<file path="config.mk">
export PLATFORM = sky130hd
export DESIGN_NAME = dual_issue_ctrl
export DESIGN_NICKNAME = d
export VERILOG_FILES = /design/src/rtl/gemini_pkg.sv /design/src/rtl/sb_busy_table.sv /design/src/rtl/dual_issue_ctrl.sv
export SDC_FILE = /design/constraint.sdc
export NUM_CORES = 1
export LEC_CHECK = 0
export ABC_AREA = 1
export BUFFER_PORTS_ARGS = -buffer_cell sky130_fd_sc_hd__buf_2
export CAP_MARGIN = 20
export CORE_MARGIN = 10
export CORE_UTILIZATION = 45
export CTS_BUF_LIST = sky130_fd_sc_hd__clkbuf_16
export DETAILED_ROUTE_END_ITERATION = 8
export PLACE_DENSITY = 0.65
export REMOVE_ABC_BUFFERS = 1
export SYNTH_ARGS = -nofsm -noshare
export SYNTH_HDL_FRONTEND = slang
export SYNTH_SLANG_ARGS = --single-unit
</file>
<file path="constraint.sdc">
create_clock -name clk -period 5.4 [get_ports clk]
set_input_delay 0.27 -clock clk [delete_from_list [all_inputs] [get_ports clk]]
set_output_delay 0.27 -clock clk [all_outputs]
set_load 0.005 [all_outputs]
</file>
<file path="src/rtl/gemini_pkg.sv">
// Shared definitions for the dual-issue integer pipeline.
// Provides the 2-bit instruction class type, the class constants,
// the hard-wired zero register address and a small class helper.
package gemini_pkg;

  typedef logic [1:0] cls_t;

  localparam cls_t ALU     = 2'd0;
  localparam cls_t LONG_LD = 2'd1;
  localparam cls_t LONG_MD = 2'd2;
  localparam cls_t BR      = 2'd3;

  localparam logic [4:0] REG_ZERO = 5'd0;

  // Loads and mul/div both complete through the long-latency writeback path
  function automatic logic is_long(input cls_t c);
    return (c == LONG_LD) || (c == LONG_MD);
  endfunction

endpackage

</file>
<file path="src/rtl/sb_busy_table.sv">
// 32-entry register scoreboard for outstanding long-latency writes.
// Ports:
//   clk, resetn             clock, synchronous active-low reset
//   i_clr_valid/i_clr_addr  writeback clearing one entry
//   i_set_valid/i_set_addr  two set requests (First, Second slot)
//   i_look_addr             six lookup addresses (four sources, two dests)
//   o_look_busy             effective busy for each lookup address
//   o_sb_busy               registered scoreboard contents
module sb_busy_table
  import gemini_pkg::*;
(
  input  logic            clk,
  input  logic            resetn,
  input  logic            i_clr_valid,
  input  logic [4:0]      i_clr_addr,
  input  logic [1:0]      i_set_valid,
  input  logic [1:0][4:0] i_set_addr,
  input  logic [5:0][4:0] i_look_addr,
  output logic [5:0]      o_look_busy,
  output logic [31:0]     o_sb_busy
);

  logic [31:0] r_sb;
  logic [31:0] w_sb_next;

  // A register being written back this cycle is forwarded by the register
  // file, so it reads as free; r0 is never busy.
  always_comb begin
    o_look_busy = '0;
    for (int i = 0; i < 6; i++) begin
      o_look_busy[i] = r_sb[i_look_addr[i]]
                       && !(i_clr_valid && (i_clr_addr == i_look_addr[i]))
                       && (i_look_addr[i] != REG_ZERO);
    end
  end

  // Clear first, then sets, so a new issue to the same register wins
  always_comb begin
    w_sb_next = r_sb;
    if (i_clr_valid) begin
      w_sb_next[i_clr_addr] = 1'b0;
    end
    for (int k = 0; k < 2; k++) begin
      if (i_set_valid[k] && (i_set_addr[k] != REG_ZERO)) begin
        w_sb_next[i_set_addr[k]] = 1'b1;
      end
    end
    w_sb_next[REG_ZERO] = 1'b0;
  end

  always_ff @(posedge clk) begin
    if (!resetn) begin
      r_sb <= '0;
    end else begin
      r_sb <= w_sb_next;
    end
  end

  assign o_sb_busy = r_sb;

endmodule

</file>
<file path="src/rtl/dual_issue_ctrl.sv">
// Issue controller for the dual-issue integer pipeline.
// Decides each cycle whether First, both, or neither slot issues, tracks
// outstanding long-latency destinations and bounds in-flight long ops.
// Ports:
//   clk, resetn                     clock, synchronous active-low reset
//   f_* / s_*                       decoded First/Second slot fields
//   md_busy, stall, flush           issue blockers
//   wb_long_valid, wb_long_addr     long-latency completion
//   issue_first, issue_second       slot accepted this cycle (combinational)
//   sb_busy, long_cnt               registered scoreboard and in-flight count
module dual_issue_ctrl
  import gemini_pkg::*;
#(
  parameter int MAX_LONG = 4
) (
  input  logic        clk,
  input  logic        resetn,
  input  logic        f_valid,
  input  logic        s_valid,
  input  logic [4:0]  f_rs,
  input  logic [4:0]  f_rt,
  input  logic [4:0]  s_rs,
  input  logic [4:0]  s_rt,
  input  logic        f_rs_use,
  input  logic        f_rt_use,
  input  logic        s_rs_use,
  input  logic        s_rt_use,
  input  logic [4:0]  f_rd,
  input  logic [4:0]  s_rd,
  input  logic        f_wen,
  input  logic        s_wen,
  input  logic [1:0]  f_cls,
  input  logic [1:0]  s_cls,
  input  logic        md_busy,
  input  logic        stall,
  input  logic        flush,
  input  logic        wb_long_valid,
  input  logic [4:0]  wb_long_addr,
  output logic        issue_first,
  output logic        issue_second,
  output logic [31:0] sb_busy,
  output logic [3:0]  long_cnt
);

  localparam logic [3:0] LP_MAX_LONG = 4'(MAX_LONG);

  logic [3:0]      r_long_cnt;
  logic [5:0]      w_busy;
  logic [5:0][4:0] w_look_addr;
  logic [1:0]      w_set_valid;
  logic [1:0][4:0] w_set_addr;
  logic            w_f_long;
  logic            w_s_long;
  logic            w_cap_ok;
  logic            w_f_ok;
  logic            w_s_ok;
  logic            w_pair_ok;
  logic            w_long_inc;
  logic [4:0]      w_cnt_sum;
  logic [4:0]      w_cnt_next;

  assign w_look_addr = {s_rd, f_rd, s_rt, s_rs, f_rt, f_rs};

  sb_busy_table u_sb (
    .clk         (clk),
    .resetn      (resetn),
    .i_clr_valid (wb_long_valid),
    .i_clr_addr  (wb_long_addr),
    .i_set_valid (w_set_valid),
    .i_set_addr  (w_set_addr),
    .i_look_addr (w_look_addr),
    .o_look_busy (w_busy),
    .o_sb_busy   (sb_busy)
  );

  // Per-slot hazard and resource checks. At most one long op issues per
  // cycle, so "long_cnt < MAX_LONG" is the whole capacity rule for either slot.
  always_comb begin
    w_f_long = is_long(f_cls);
    w_s_long = is_long(s_cls);
    w_cap_ok = r_long_cnt < LP_MAX_LONG;

    w_f_ok = f_valid
             && !(f_rs_use && w_busy[0])
             && !(f_rt_use && w_busy[1])
             && !(f_wen && w_busy[4])
             && !((f_cls == LONG_MD) && md_busy)
             && !(w_f_long && !w_cap_ok);

    w_s_ok = s_valid
             && !(s_rs_use && w_busy[2])
             && !(s_rt_use && w_busy[3])
             && !(s_wen && w_busy[5])
             && !((s_cls == LONG_MD) && md_busy)
             && !(w_s_long && !w_cap_ok);

    // Pair rules: Second cannot consume First's result, and the two slots
    // cannot share the single memory/mul-div port or both branch.
    w_pair_ok = !(f_wen && (f_rd != REG_ZERO)
                  && ((s_rs_use && (s_rs == f_rd)) || (s_rt_use && (s_rt == f_rd))))
                && !(w_f_long && w_s_long)
                && !((f_cls == BR) && (s_cls == BR));

    issue_first  = resetn && !stall && !flush && w_f_ok;
    issue_second = issue_first && w_s_ok && w_pair_ok;
  end

  // Scoreboard set requests and in-flight counter arithmetic
  always_comb begin
    w_set_valid[0] = issue_first && w_f_long && f_wen;
    w_set_valid[1] = issue_second && w_s_long && s_wen;
    w_set_addr[0]  = f_rd;
    w_set_addr[1]  = s_rd;

    w_long_inc = (issue_first && w_f_long) || (issue_second && w_s_long);
    w_cnt_sum  = {1'b0, r_long_cnt} + {4'b0000, w_long_inc};
    w_cnt_next = w_cnt_sum;
    if (wb_long_valid) begin
      // A stray completion with nothing in flight saturates at zero
      w_cnt_next = (w_cnt_sum == 5'd0) ? 5'd0 : (w_cnt_sum - 5'd1);
    end
  end

  always_ff @(posedge clk) begin
    if (!resetn) begin
      r_long_cnt <= '0;
    end else begin
      r_long_cnt <= w_cnt_next[3:0];
    end
  end

  assign long_cnt = r_long_cnt;

endmodule
</file>
* Word level (Yosys, flattened, before mapping)
Index checks and enable logic that the tools add are counted.
W data, S select, Z words.
** Cells by class
- Add/subtract/negate cells :: 2
- Magnitude comparators :: 11
- Equality and inequality tests :: 14
- Muxes and demuxes :: 23
- Bitwise logic cells :: 4
- Reductions and logical operators :: 93
** Operators with widths (count)
- $mux W32 :: 3
- $or A32 B32 Y32 :: 2
- $logic_and A1 B1 Y1 :: 60
- $lt A5 B6 Y1 const B :: 7
- $eq A5 B5 Y1 :: 8
- $and A32 B32 Y32 :: 1
- $not A32 Y32 :: 1
- $bmux W1 S5 :: 6
- $reduce_bool A5 Y1 :: 6
- $logic_not A1 Y1 :: 22
- $demux W1 S5 :: 3
- $ge A5 B1 Y1 const B :: 3
- $mux W1 :: 9
- $eq A2 B2 Y1 const B :: 4
- $mux W4 :: 2
- $add A4 B1 Y5 :: 1
- $logic_not A5 Y1 :: 1
- $eq A2 B1 Y1 const B :: 2
- $logic_or A1 B1 Y1 :: 4
- $lt A4 B3 Y1 const B :: 1
- $sub A4 B1 Y4 const B :: 1
** Word-level totals
- Bits in registers :: 36
- Output and inout bits :: 38
- Word-level logic and storage cells :: 150

* Longest topological paths before layout
- Depth after elaboration :: 21
- Mapped depth :: 22

* Hierarchy
A second synthesis with hierarchy kept.
** Second synthesis, totals
- Cell total of the unflattened synthesis :: 946
- Area total of the unflattened synthesis :: 4850.9 µm²
** Modules (own cells, without submodules)
- sb_busy_table :: times used 1, cells an instance 821, area an instance 4174.0 µm², seq. area each 620.6 µm²
- dual_issue_ctrl :: times used 1, cells an instance 125, area an instance 676.9 µm², seq. area each 80.1 µm²

* Least setup slack after synthesis
Ideal clock, no wire load.
- Path type :: input -> register
- Start :: input port s_rd[1]
- End :: register r_long_cnt[2] (netlist: long_cnt[2])
- Library setup time :: 0.129 ns
- Arrival time :: 2.725 ns
- Data required time :: 5.271 ns
- Path slack :: 2.545 ns
- Stages on the path :: 22
- Buffers on the path :: 2
- Path through :: buf_6 > inv_4 > nor2_1 > buf_4 > a21oi_1 > nand2_1 > nand2_1 > nand2_1 > nor2_1 > nand2_1 > nand2_1 > nand2_1 > nor4_1 > nand2_1 > nand2_1 > ha_1 > ha_1 > inv_1 > ha_1 > nand3_1 > o21ai_0 > nor2_1
** On the way
- Cells in the longest elaborated chain, start to end :: 18
** RTL lines
- start: declaration :: line dual_issue_ctrl.sv:29 : input logic [4:0] s_rd,
- parallel branches: the longest is 4 deep, another holds $bmux W1 S5
- $logic_and A1 B1 Y1 (*) :: line sb_busy_table.sv:33 : && (i_look_addr[i] != REG_ZERO);
- $logic_and A1 B1 Y1 (*) :: line dual_issue_ctrl.sv:93 : && !(s_wen && w_busy[5])
- $logic_not A1 Y1 (*) :: line dual_issue_ctrl.sv:93
- $logic_and A1 B1 Y1 (*) :: line dual_issue_ctrl.sv:93
- $logic_and A1 B1 Y1 (*) :: line dual_issue_ctrl.sv:94 : && !((s_cls == LONG_MD) && md_busy)
- $logic_and A1 B1 Y1 (*) :: line dual_issue_ctrl.sv:95 : && !(w_s_long && !w_cap_ok);
- $logic_and A1 B1 Y1 (*) (2 in a row) :: line dual_issue_ctrl.sv:105 : issue_second = issue_first && w_s_ok && w_pair_ok;
- named net issue_second :: line dual_issue_ctrl.sv:40 : output logic issue_second,
- $logic_and A1 B1 Y1 (*) :: line dual_issue_ctrl.sv:115 : w_long_inc = (issue_first && w_f_long) || (issue_second && w_s_long);
- $logic_or A1 B1 Y1 (*) :: line dual_issue_ctrl.sv:115
- $add A4 B1 Y5 (*) :: line dual_issue_ctrl.sv:116 : w_cnt_sum = {1'b0, r_long_cnt} + {4'b0000, w_long_inc};
- $sub A4 B1 Y4 / $logic_not A5 Y1 (equally long branches) :: line dual_issue_ctrl.sv:120 : w_cnt_next = (w_cnt_sum == 5'd0) ? 5'd0 : (w_cnt_sum - 5'd1);
- $mux W4 :: line dual_issue_ctrl.sv:120
- $mux W4 (*) :: line dual_issue_ctrl.sv:118 : if (wb_long_valid) begin
- end signal: assignment :: line dual_issue_ctrl.sv:128 : r_long_cnt <= w_cnt_next[3:0];
- end: declaration :: line dual_issue_ctrl.sv:47 : logic [3:0] r_long_cnt;
Mark *: on every way through the listed nets, which the timed path passes. The select of a mux whose other input is x is not followed.
A chain may end at the register's enable or synchronous reset.

* Worst setup path after layout
- Start :: input port f_rd[0]
- End :: register r_long_cnt[2] (netlist: long_cnt[2])
** On the way
- Cells in the longest elaborated chain, start to end :: 19
** RTL lines
- start: declaration :: line dual_issue_ctrl.sv:28 : input logic [4:0] f_rd,
- parallel branches: the longest is 14 deep, another holds $bmux W1 S5
- $logic_or A1 B1 Y1 (*) :: line dual_issue_ctrl.sv:115
- $add A4 B1 Y5 (*) :: line dual_issue_ctrl.sv:116
- $sub A4 B1 Y4 / $logic_not A5 Y1 (equally long branches) :: line dual_issue_ctrl.sv:120
- $mux W4 :: line dual_issue_ctrl.sv:120
- $mux W4 (*) :: line dual_issue_ctrl.sv:118
Every way passes the cells marked *. The select of a mux whose other input is x is not followed.

==> impl_metrics.tcl <==
set metrics [dict create \
    min_period_ns 3.54 \
    dp_hpwl_mm 16.1 \
    synth_top_cell_by_area "nand2_1" \
    initial_core_util_pct 46.5 \
    grt_use_total_pct 27.1 \
    worst_setup_path_end_kind "flop" \
    slew_viol_final 0 \
    hold_viol 0 \
    routed_via_density 5.80 \
    cp_slowest_cell "nor2_4" \
    grt_pass1_vias 6277 \
    cts_tree "done" \
    worst_pin_slew_ns 0.986 \
    crit_type "in -> reg" \
    postCtsSetupBuffers 0 \
    rsz0062_at_grt "no" \
    clk_pin_slew_ns 0.06 \
    die_y_um 126 \
    area_growth_pct 9.80 \
    drv_cap 0 \
    clockRootBuffer "clkbuf_16" \
    syn_area_per_cell_um2 5.12 \
    setup_viol 0 \
    leakage_uw 0.00263 \
    synth.most_common_cell "nand2_1" \
    max_clock_freq_mhz 282 \
    cts_max_level 2 \
    antenna_found_initial 0 \
    synth_area_leaders "nand2_1, dfxtp_1, nor2_1" \
    globalRoute.totalOverflow 0 \
    antenna_cells 0 \
    worstPathMaxFanout 34 \
    first_pass_iters 9 \
    synth_seq_cells 35 \
    worst-endpoint-arrival_ns 3.71 \
    synth_ff_type "dfxtp_1" \
    setup_tns_ns 0 \
    skew_ns 0.00521 \
    io_buffer_count 89 \
    drcViolationCount 0 \
    async_reset_ff_share_pct 0 \
    ys_warn_count 0 \
    layout-drive-gt1-share_pct 14.2 \
    ys_top_cells_by_count "nand2_1, nor2_1, nand3_1" \
    cts_resized 0 \
    final_nets 1098 \
    ctsHoldBuffers 0 \
    num_io_pins 91 \
    synthCells 993 \
    placementRows 38 \
    die-area_um2 15900 \
    cp_common_cell "nand2_1" \
    ant_nets 0 \
    drt-initial-drc-count 1167 \
    status "finished, final reports clean" \
    fp.dieW_um 126 \
    wl_per_cell_um 19.2 \
    synth_top_area_share_pct 24.3 \
    synth.distinct_cells 34 \
    clockBufferDepth 2 \
    grt_max_degree 35 \
    path_cells "buf_2 > inv_2 > nand2_1 > o21ai_1 > inv_2 > nand2_1 > inv_1 > nand2_1 > nand3_2 > nor2_4 > nand2_1 > nand2_1 > ha_1 > ha_1 > inv_1 > ha_1 > nand3_1 > o21ai_0 > nor2_1" \
    numCtsBuffers 5 \
    irDropWorstVdd_mv 0.115 \
    synth-seq-area-share_pct 13.8 \
    vias 6833 \
    clk_latency_ns 0.29 \
    core_area_um2 10900 \
    fillers 1240 \
    slew_headroom_pct 34.2 \
    cp_slowest_stage_delay_ns 0.58 \
    p_per_area_nw_per_um2 154 \
    grt_pass1_wl_mm 34.9 \
    synth-edff-count 0 \
    period_share_pct 65.6 \
    fin_hold_ws_ns 0.371 \
    place_congestion 0.984 \
    routed_wl_mm 22.6 \
    syn-cell-area_um2 5080 \
    hp-class "in -> reg" \
    critPathRequiredTime_ns 5.56 \
    clock-sinks 35 \
    start_kind "input port" \
    final_util_pct 51.0 \
]
## per-layer routing
metal	track usage (%)	up-vias	wire (um)
li1	-	3295	-
met1	34.6	2971	8780
met2	40.5	455	9480
met3	5.83	112	2900
met4	17.0	0	1430
met5	0	-	0
## critical path, delay by kind of cell
kind                       cells  cell delay [ns]
adders and majority gates      3             0.57
and+or+nand+nor                9             1.44
AOI/OAI and AO/OA              2             0.58
buffers and inverters          5             0.81
## placed cells by master (no fill, tap or decap), drive strengths merged, types with 17 or more instances in the layout
cell   Yosys  routed
dfxtp     35      35
a21oi     23      23
nor3      19      19
nand2    329     329
inv       83      83
o22ai     17      17
nand3    104     104
buf       45      91
nand4     34      34
o21ai     83      83
nor2     183     183
## final timing paths
check                               startpoint                     end  slack [ns]  depth (start not counted)
setup reg to reg  u_sb.o_sb_busy[7]$_SDFF_PN0_  long_cnt[2]$_SDFF_PN0_        1.88                         18
hold / removal                          resetn  long_cnt[0]$_SDFF_PN0_        0.37                          3
setup / recovery                       f_rd[0]  long_cnt[2]$_SDFF_PN0_        1.86                         19
hold reg to reg         long_cnt[3]$_SDFF_PN0_  long_cnt[3]$_SDFF_PN0_        0.63                          3
## report_power, final
group | internal, uW | switching (uW)
clock | 218 | 120
sequential | 263 | 4.79
combinational | 73.4 | 182
total | 554 | 307
## cell families after synthesis
family          Yosys count  synth area share (%)
flops                    35                  13.8
simple gates            673                  56.9
buf+inv                 139                  12.4
xor+xnor                 12                  2.07
other cells               1                0.0738
compound gates          126                  13.0
fa+ha+maj                 7                  1.72
## layout make-up
| class | instances | area [um^2] | area share [%] |
|---|---|---|---|
| Inverter | 86 | 325 | 5.83 |
| Multi-Input combinational cell | 819 | 3750 | 67.2 |
| Clock buffer | 5 | 125 | 2.24 |
| Clock inverter | 3 | 43.8 | 0.785 |
| Sequential cell | 35 | 701 | 12.6 |
| Tap cell | 140 | 175 | 3.14 |
| Timing Repair Buffer | 91 | 460 | 8.25 |
## state kept, by name (all words and copies together), names as in the netlist
register        count
u_sb.o_sb_busy     31
long_cnt            4
## stage by stage
| step | area, um^2 | setup slack (ns) | std cells | power, uW |
|---|---|---|---|---|
| global placement | 5410 | 1.69 | 1171 | 519 |
| global route | 5580 | 1.43 | 1179 | 902 |
| detailed placement | 5410 | 1.61 | 1171 | 521 |
| CTS | 5580 | 1.92 | 1179 | 859 |
| finish | 5580 | 1.86 | 1179 | 861 |
| floorplan | 4770 | 1.93 | 940 | 411 |
No activity file was read; power rests on OpenSTA's default activity.
